`src/rtl/ysyx_25020037_ifu_fq.sv`:
```
// Fetch unit: PC generation, I-cache lookup, AXI4 line refill (burst or single-beat) and an N-entry fetch queue.
// Hit reaches out_* one cycle later; fetch stalls while the queue is full, and out_ready=0 only holds the head.
module ysyx_25020037_ifu_fq #(
    parameter int          BLOCK_SIZE  = 16,
    parameter int          FQ_DEPTH    = 4,
    parameter logic [31:0] RESET_PC    = 32'h30000000,
    parameter logic [3:0]  BURST_HI    = 4'hA,
    parameter logic [3:0]  BURST_LO_HI = 4'hB
) (
    input  logic                    clk,
    input  logic                    rst,
    input  logic                    redirect_valid,
    input  logic [31:0]             redirect_pc,
    output logic                    out_valid,
    input  logic                    out_ready,
    output logic [31:0]             out_pc,
    output logic [31:0]             out_inst,
    output logic                    out_fault,
    output logic [31:0]             icache_addr,
    input  logic                    icache_hit,
    input  logic [31:0]             icache_data,
    output logic                    refill_valid,
    output logic [31:0]             refill_addr,
    output logic [BLOCK_SIZE*8-1:0] refill_data,
    output logic                    arvalid,
    input  logic                    arready,
    output logic [31:0]             araddr,
    output logic [3:0]              arid,
    output logic [2:0]              arsize,
    output logic [7:0]              arlen,
    output logic [1:0]              arburst,
    input  logic                    rvalid,
    output logic                    rready,
    input  logic [31:0]             rdata,
    input  logic [1:0]              rresp,
    input  logic                    rlast,
    input  logic [3:0]              rid
);
    localparam int BEATS = BLOCK_SIZE / 4;
    localparam int CW    = (BEATS > 1) ? $clog2(BEATS) : 1;
    localparam int OFF   = $clog2(BLOCK_SIZE);
    localparam int PW    = $clog2(FQ_DEPTH);
    localparam logic [CW-1:0] LAST_CNT = CW'(BEATS - 1);
    localparam logic [PW:0]   FULL_C   = (PW+1)'(FQ_DEPTH);
    localparam logic [PW:0]   ONE_C    = (PW+1)'(1);

    typedef enum logic [2:0] {S_IDLE, S_AR, S_R, S_FILL, S_DRAIN, S_HALT} state_t;

    state_t         state_q, state_d;
    logic [31:0]    pc_q, pc_d;
    logic [31:0]    base_q, base_d;
    logic           burst_q, burst_d;
    logic [CW-1:0]  cnt_q, cnt_d;
    logic           fault_q, fault_d;
    logic           drain_ar_q, drain_ar_d;
    logic           drain_r_q, drain_r_d;
    logic [31:0]    beat_q [BEATS];
    logic [31:0]    beat_d [BEATS];

    logic [31:0]    fq_pc_q    [FQ_DEPTH];
    logic [31:0]    fq_pc_d    [FQ_DEPTH];
    logic [31:0]    fq_inst_q  [FQ_DEPTH];
    logic [31:0]    fq_inst_d  [FQ_DEPTH];
    logic           fq_fault_q [FQ_DEPTH];
    logic           fq_fault_d [FQ_DEPTH];
    logic [PW-1:0]  wptr_q, wptr_d, rptr_q, rptr_d;
    logic [PW:0]    count_q, count_d;

    logic           full, push, pop, in_burst, beat_last, ar_fire, r_fire;
    logic [31:0]    push_inst;
    logic           push_fault;
    logic           unused_rid;

    assign unused_rid = ^rid;

    assign full      = (count_q == FULL_C);
    assign out_valid = (count_q != '0);
    assign pop       = out_valid && out_ready;
    assign out_pc    = fq_pc_q[rptr_q];
    assign out_inst  = fq_inst_q[rptr_q];
    assign out_fault = fq_fault_q[rptr_q];

    assign icache_addr = pc_q;
    assign in_burst    = (pc_q[31:28] >= BURST_HI) && (pc_q[31:28] <= BURST_LO_HI);
    assign ar_fire     = arvalid && arready;
    assign r_fire      = rvalid && rready;
    assign beat_last   = burst_q ? rlast : (cnt_q == LAST_CNT);

    assign araddr  = burst_q ? base_q : (base_q | {{(30-CW){1'b0}}, cnt_q, 2'b00});
    assign arlen   = burst_q ? 8'(BEATS - 1) : 8'd0;
    assign arburst = burst_q ? 2'b01 : 2'b00;
    assign arid    = 4'd0;
    assign arsize  = 3'd2;

    assign refill_addr = base_q;
    for (genvar k = 0; k < BEATS; k++) begin : g_line
        assign refill_data[32*k +: 32] = beat_q[k];
    end

    always_comb begin
        state_d      = state_q;
        pc_d         = pc_q;
        base_d       = base_q;
        burst_d      = burst_q;
        cnt_d        = cnt_q;
        fault_d      = fault_q;
        drain_ar_d   = drain_ar_q;
        drain_r_d    = drain_r_q;
        beat_d       = beat_q;
        push         = 1'b0;
        push_inst    = icache_data;
        push_fault   = 1'b0;
        arvalid      = 1'b0;
        rready       = 1'b0;
        refill_valid = 1'b0;

        case (state_q)
            S_IDLE: begin
                if (!full) begin
                    if (icache_hit) begin
                        push = 1'b1;
                        pc_d = pc_q + 32'd4;
                    end else begin
                        state_d = S_AR;
                        base_d  = {pc_q[31:OFF], {OFF{1'b0}}};
                        burst_d = in_burst;
                        cnt_d   = '0;
                        fault_d = 1'b0;
                    end
                end
            end
            S_AR: begin
                arvalid = 1'b1;
                if (ar_fire) state_d = S_R;
            end
            S_R: begin
                rready = 1'b1;
                if (r_fire) begin
                    beat_d[cnt_q] = rdata;
                    if (rresp != 2'b00) fault_d = 1'b1;
                    if (beat_last) begin
                        cnt_d   = '0;
                        state_d = S_FILL;
                    end else begin
                        cnt_d = cnt_q + CW'(1);
                        if (!burst_q) state_d = S_AR;
                    end
                end
            end
            S_FILL: begin
                if (!fault_q) begin
                    refill_valid = 1'b1;
                    state_d      = S_IDLE;
                end else if (!full) begin
                    push       = 1'b1;
                    push_inst  = 32'd0;
                    push_fault = 1'b1;
                    state_d    = S_HALT;
                end
            end
            S_DRAIN: begin
                // A single-beat line abandons its remaining ARs, so only the current beat is owed.
                arvalid    = drain_ar_q;
                rready     = drain_r_q;
                drain_ar_d = drain_ar_q && !ar_fire;
                drain_r_d  = drain_r_q && !(r_fire && (burst_q ? rlast : 1'b1));
                if (!drain_ar_d && !drain_r_d) state_d = S_IDLE;
            end
            default: ;
        endcase

        if (redirect_valid) begin
            pc_d = redirect_pc;
            push = 1'b0;
            case (state_q)
                S_AR: begin
                    state_d    = S_DRAIN;
                    drain_ar_d = !ar_fire;
                    drain_r_d  = 1'b1;
                end
                S_R: begin
                    drain_ar_d = 1'b0;
                    drain_r_d  = !(r_fire && (burst_q ? rlast : 1'b1));
                    state_d    = drain_r_d ? S_DRAIN : S_IDLE;
                end
                S_DRAIN: ;
                default: state_d = S_IDLE;
            endcase
        end
    end

    always_comb begin
        fq_pc_d    = fq_pc_q;
        fq_inst_d  = fq_inst_q;
        fq_fault_d = fq_fault_q;
        wptr_d     = wptr_q;
        rptr_d     = rptr_q;
        count_d    = count_q;
        if (redirect_valid) begin
            wptr_d  = '0;
            rptr_d  = '0;
            count_d = '0;
        end else begin
            if (push) begin
                fq_pc_d[wptr_q]    = pc_q;
                fq_inst_d[wptr_q]  = push_inst;
                fq_fault_d[wptr_q] = push_fault;
                wptr_d             = wptr_q + PW'(1);
            end
            if (pop) rptr_d = rptr_q + PW'(1);
            if (push && !pop)      count_d = count_q + ONE_C;
            else if (!push && pop) count_d = count_q - ONE_C;
        end
    end

    always_ff @(posedge clk or negedge rst) begin
        if (!rst) begin
            state_q    <= S_IDLE;
            pc_q       <= RESET_PC;
            base_q     <= '0;
            burst_q    <= 1'b0;
            cnt_q      <= '0;
            fault_q    <= 1'b0;
            drain_ar_q <= 1'b0;
            drain_r_q  <= 1'b0;
            wptr_q     <= '0;
            rptr_q     <= '0;
            count_q    <= '0;
            for (int i = 0; i < BEATS; i++) beat_q[i] <= '0;
            for (int i = 0; i < FQ_DEPTH; i++) begin
                fq_pc_q[i]    <= '0;
                fq_inst_q[i]  <= '0;
                fq_fault_q[i] <= 1'b0;
            end
        end else begin
            state_q    <= state_d;
            pc_q       <= pc_d;
            base_q     <= base_d;
            burst_q    <= burst_d;
            cnt_q      <= cnt_d;
            fault_q    <= fault_d;
            drain_ar_q <= drain_ar_d;
            drain_r_q  <= drain_r_d;
            wptr_q     <= wptr_d;
            rptr_q     <= rptr_d;
            count_q    <= count_d;
            beat_q     <= beat_d;
            fq_pc_q    <= fq_pc_d;
            fq_inst_q  <= fq_inst_d;
            fq_fault_q <= fq_fault_d;
        end
    end
endmodule

```
`config.mk`:
```
export PLATFORM = sky130hd
export DESIGN_NAME = ysyx_25020037_ifu_fq
export DESIGN_NICKNAME = d
export VERILOG_FILES = /design/src/rtl/ysyx_25020037_ifu_fq.sv
export SDC_FILE = /design/constraint.sdc
export NUM_CORES = 1
export LEC_CHECK = 0
export CAP_MARGIN = 20
export CORE_MARGIN = 10
export CORE_UTILIZATION = 52
export CTS_CLUSTER_SIZE = 25
export DETAILED_ROUTE_END_ITERATION = 10
export PLACE_DENSITY = 0.91
export SLEW_MARGIN = 20
export SYNTH_ARGS = -nofsm -noshare
export SYNTH_HDL_FRONTEND = slang
export SYNTH_SLANG_ARGS = --single-unit
```
`constraint.sdc`:
```
create_clock -name clk -period 3.17 [get_ports clk]
set_input_delay 0.4755 -clock clk [delete_from_list [all_inputs] [get_ports clk]]
set_output_delay 0.4755 -clock clk [all_outputs]
set_load 0.01 [all_outputs]
```
==> results.py <==
metrics = {
    "run_status": {
        "outcome": "finished clean",
    },
    "grt": {
        "largest_net_degree_at_the_start_of_global_routing": 96,
        "global_route_wire_length_before_repair_um": 88800,
        "antenna_found_initial": 6,
        "grt_overflow_total": 0,
        "grt_pass1_vias": 15300,
        "grt.total_usage_pct": 23.7,
    },
    "detailed_routing": {
        "route.met2.wl_um": 29100,
        "detail_route.vias_per_cell": 5.78,
        "drt-wirelength-per-cell_um": 23.1,
        "wl_um": 57600,
        "drt_iter0_markers": 1169,
        "drt.antenna.violating_nets": 0,
        "dr.pass1.iters": 5,
        "route.top_layer_used": "met5",
        "vias": 14400,
        "route.detailed.drc": 0,
        "wirelength_met1_um": 21700,
        "detailroute.wirelength.met3_um": 4470,
    },
    "synth": {
        "synth_seq_cells": 464,
        "syn-mean-instance-area_sq_um": 12.8,
        "async_flop_share_pct": 100,
        "syn_inst": 1588,
        "synth_flop_cell": "sky130_fd_sc_hd__dfrtp_1",
        "synth_enable_flop_cells": 0,
        "synth.yosys.seq_area_share_pct": 57.2,
        "synth-warning-count": 0,
        "synth_cell_types": 63,
        "cell_area_after_technology_mapping_sq_mm": 0.0203,
    },
    "floorplanning": {
        "core_area_sq_mm": 0.0386,
        "die_h_um": 218,
        "io_pins": 420,
        "initial_core_util_pct": 52.5,
        "die_w_um": 218,
        "die-area_sq_mm": 0.0473,
        "rows": 72,
    },
    "worst_setup_path": {
        "timing.critical_path.to_type": "output pin",
        "critical-path-slowest-cell": "sky130_fd_sc_hd__dfrtp_1",
        "cp.arrival_ps": 2570,
        "worstReg2RegEnd": "count_q[2]",
        "cp_data_required_time_ps": 2690,
        "worst-path-max-fanout": 17,
        "timing.critical_path.cells": "nor2b_1, a21oi_1, nor2_1, clkdlybuf4s50_1",
        "number_of_cells_on_the_worst_reg_to_reg_path": 7,
        "slowest_cell_delay_on_critical_path_ps": 680,
        "worstSetupStartpointType": "flip-flop",
        "timing_worst_setup_path_type": "flip-flop to output pin",
        "r2r_start": "state_q[2]",
        "regToRegSetupSlack_ps": 590,
    },
    "clock_tree": {
        "cts_root_buf": "sky130_fd_sc_hd__clkbuf_16",
        "clock_pin_transition_on_the_worst_setup_and_hold_timing_paths_ps": 60,
        "htree_levels": 2,
        "tritoncts": "yes",
        "worst_skew_pair.late_latency_ps": 570,
        "clockBufferDepth": 3,
        "cts-resized-gates": 0,
        "cts_buffers": 49,
        "cts_sink_count": 464,
    },
    "worst_hold_path": {
        "hold_path.class": "input pin to flip-flop",
        "hold_path.startpoint": "redirect_valid",
        "timing.hold.worst_endpoint": "wptr_q[0]",
        "min_delay_path_depth": 2,
    },
    "sta": {
        "report.final.hold_viol_count": 0,
        "max_freq_ghz": 0.328,
        "final_min_period_over_clock_period_pct": 96.1,
        "setup-tns-final_ps": 0,
        "grt_setup_unrepaired": "no",
        "report.final.setup_viol": 0,
        "hold_slack_ps": 335,
        "drv_slew": 0,
        "worst_case_headroom_to_the_max_slew_limit_pct": 44.5,
        "max_slew.worst_pin.slew_ps": 830,
        "fin_crit_ps": 3050,
        "finClkSkew_ps": 21.6,
    },
    "job": {
        "cap_violations": 0,
    },
    "final_layout": {
        "num-fill-cells": 2508,
        "design.final.nets": 2051,
        "flow.area_growth_from_synthesis_pct": 29.6,
        "fin_util_pct": 68.0,
        "drive_above_1_share_pct": 24.6,
    },
    "pwr": {
        "peakVddDrop_uv": 755,
        "total_power_density_per_cell_area_mw_per_mm2": 882,
        "leakage_uw": 0.0117,
        "power_uw": 23200,
    },
    "placed_design": {
        "gp_congestion": 0.841,
        "io_buffers": 395,
        "detailedPlacementHpwl_um": 39000,
    },
}
==> state kept, by name, summed over array words and instances, names as in the netlist, 3 cells and up <==
name / cells
count_q: 3
refill_addr: 28
icache_addr: 32
fq_fault_q: 4
fq_inst_q: 128
fq_pc_q: 128
state_q: 3
refill_data: 128
==> metrics by stage <==
stage	setup slack [ps]	instance area (sq um)	cells
global placement	448	24600	2394
detailed placement	432	24600	2394
floorplan	674	20400	1606
CTS	116	26300	2487
global route	68.1	26300	2490
finish	122	26300	2490
==> where the power goes <==
part / leakage (uW) / switching, uW / internal [uW]
registers: 0.00602 / 1280 / 7750
logic: 0.00485 / 3620 / 4740
clock network: 0.000798 / 2350 / 3450
total: 0.0117 / 7260 / 15900
==> critical path: cells and delay by family (launching register included) <==
family | cells | cell delay [ps]
AOI/OAI and AO/OA | 1 | 100
and+or+nand+nor | 2 | 590
DFF | 1 | 680
buffers and inverters | 1 | 620
==> placed cells by master (no fill, tap or decap), types with 4 or more instances in the layout <==
master / n
sky130_fd_sc_hd__or3_1: 10
sky130_fd_sc_hd__inv_1: 10
sky130_fd_sc_hd__and3_1: 4
sky130_fd_sc_hd__clkbuf_8: 7
sky130_fd_sc_hd__nand2b_1: 4
sky130_fd_sc_hd__clkinv_2: 8
sky130_fd_sc_hd__xor2_1: 4
sky130_fd_sc_hd__a31oi_1: 15
sky130_fd_sc_hd__mux2_2: 279
sky130_fd_sc_hd__bufinv_16: 4
sky130_fd_sc_hd__conb_1: 20
sky130_fd_sc_hd__o2111ai_4: 4
sky130_fd_sc_hd__nor2b_1: 9
sky130_fd_sc_hd__clkbuf_1: 13
sky130_fd_sc_hd__nand3_1: 16
sky130_fd_sc_hd__clkdlybuf4s50_1: 393
sky130_fd_sc_hd__and2_1: 5
sky130_fd_sc_hd__buf_4: 33
sky130_fd_sc_hd__o21ai_0: 167
sky130_fd_sc_hd__nor3_1: 5
sky130_fd_sc_hd__a21oi_1: 10
sky130_fd_sc_hd__mux2i_1: 4
sky130_fd_sc_hd__buf_12: 11
sky130_fd_sc_hd__nand2_1: 214
sky130_fd_sc_hd__mux4_2: 65
sky130_fd_sc_hd__nand4_1: 14
sky130_fd_sc_hd__o211ai_1: 5
sky130_fd_sc_hd__xnor2_1: 7
sky130_fd_sc_hd__and4_1: 6
sky130_fd_sc_hd__clkbuf_16: 51
sky130_fd_sc_hd__dfrtp_1: 460
sky130_fd_sc_hd__or4_1: 6
sky130_fd_sc_hd__nor2_1: 35
sky130_fd_sc_hd__o31ai_1: 6
sky130_fd_sc_hd__ha_1: 9
==> layout make-up <==
| class | count | area (sq um) | share of cell area [%] |
|---|---|---|---|
| diodes | 3 | 7.51 | 0.0286 |
| clock buffers | 71 | 1420 | 5.41 |
| clock inverters | 18 | 211 | 0.804 |
| inverters | 11 | 41.3 | 0.157 |
| multi-input cells | 965 | 7910 | 30.1 |
| flip-flops and latches | 464 | 11600 | 44.2 |
| well taps | 518 | 648 | 2.47 |
| repair buffers | 440 | 4430 | 16.9 |
==> per-layer routing <==
| layer | vias to the layer above | track usage, % |
|---|---|---|
| met5 | - | 0 |
| met1 | 7335 | 28.2 |
| li1 | 6276 | - |
| met3 | 140 | 5.41 |
| met2 | 649 | 40.7 |
| met4 | 4 | 10.1 |
==> what timing repair did <==
action,in CTS,in global routing
buffers inserted,3,0
hold endpoints to repair,65,0
hold buffers,1,0
endpoints found under the setup margin,33,0
==> how the worst max path moves through the flow <==
stage                     slack, ps              end       start
after floorplan                 670       count_q[2]  count_q[1]
after global placement          450  icache_addr[30]  icache_hit
after detailed placement        430  icache_addr[30]  icache_hit
after CTS                       120           rready  state_q[2]
after global routing             70           rready  state_q[2]
final                           120           rready  state_q[2]
==> cells in the mapped netlist, drive strengths merged, types with 10 or more instances <==
cell      n  area, sq um
a21oi    10         50.1
a31oi    15         93.8
buf      95          581
clkbuf   71          267
dfrtp   462        11600
inv      11         41.3
mux2    279         3140
mux4     65         1460
nand2   215          807
nand3    17         85.1
nand4    14         87.6
nor2     35          131
o21ai   168          845
or3      10         62.6
==> kinds of logic (layout without fill, tap and decap cells) <==
family	after synthesis	count (layout)	share of synthesized area, %
AOI/OAI and AO/OA	228	228	6.43
xor gates and xnor gates	11	11	0.475
adders and majority gates	10	10	0.654
buffers and inverters	177	540	4.38
DFF	464	464	57.2
muxes	348	348	22.9
other	2	23	0.0370
and+or+nand+nor	348	348	7.89
Note: power is estimated with default switching activity, not from simulation.
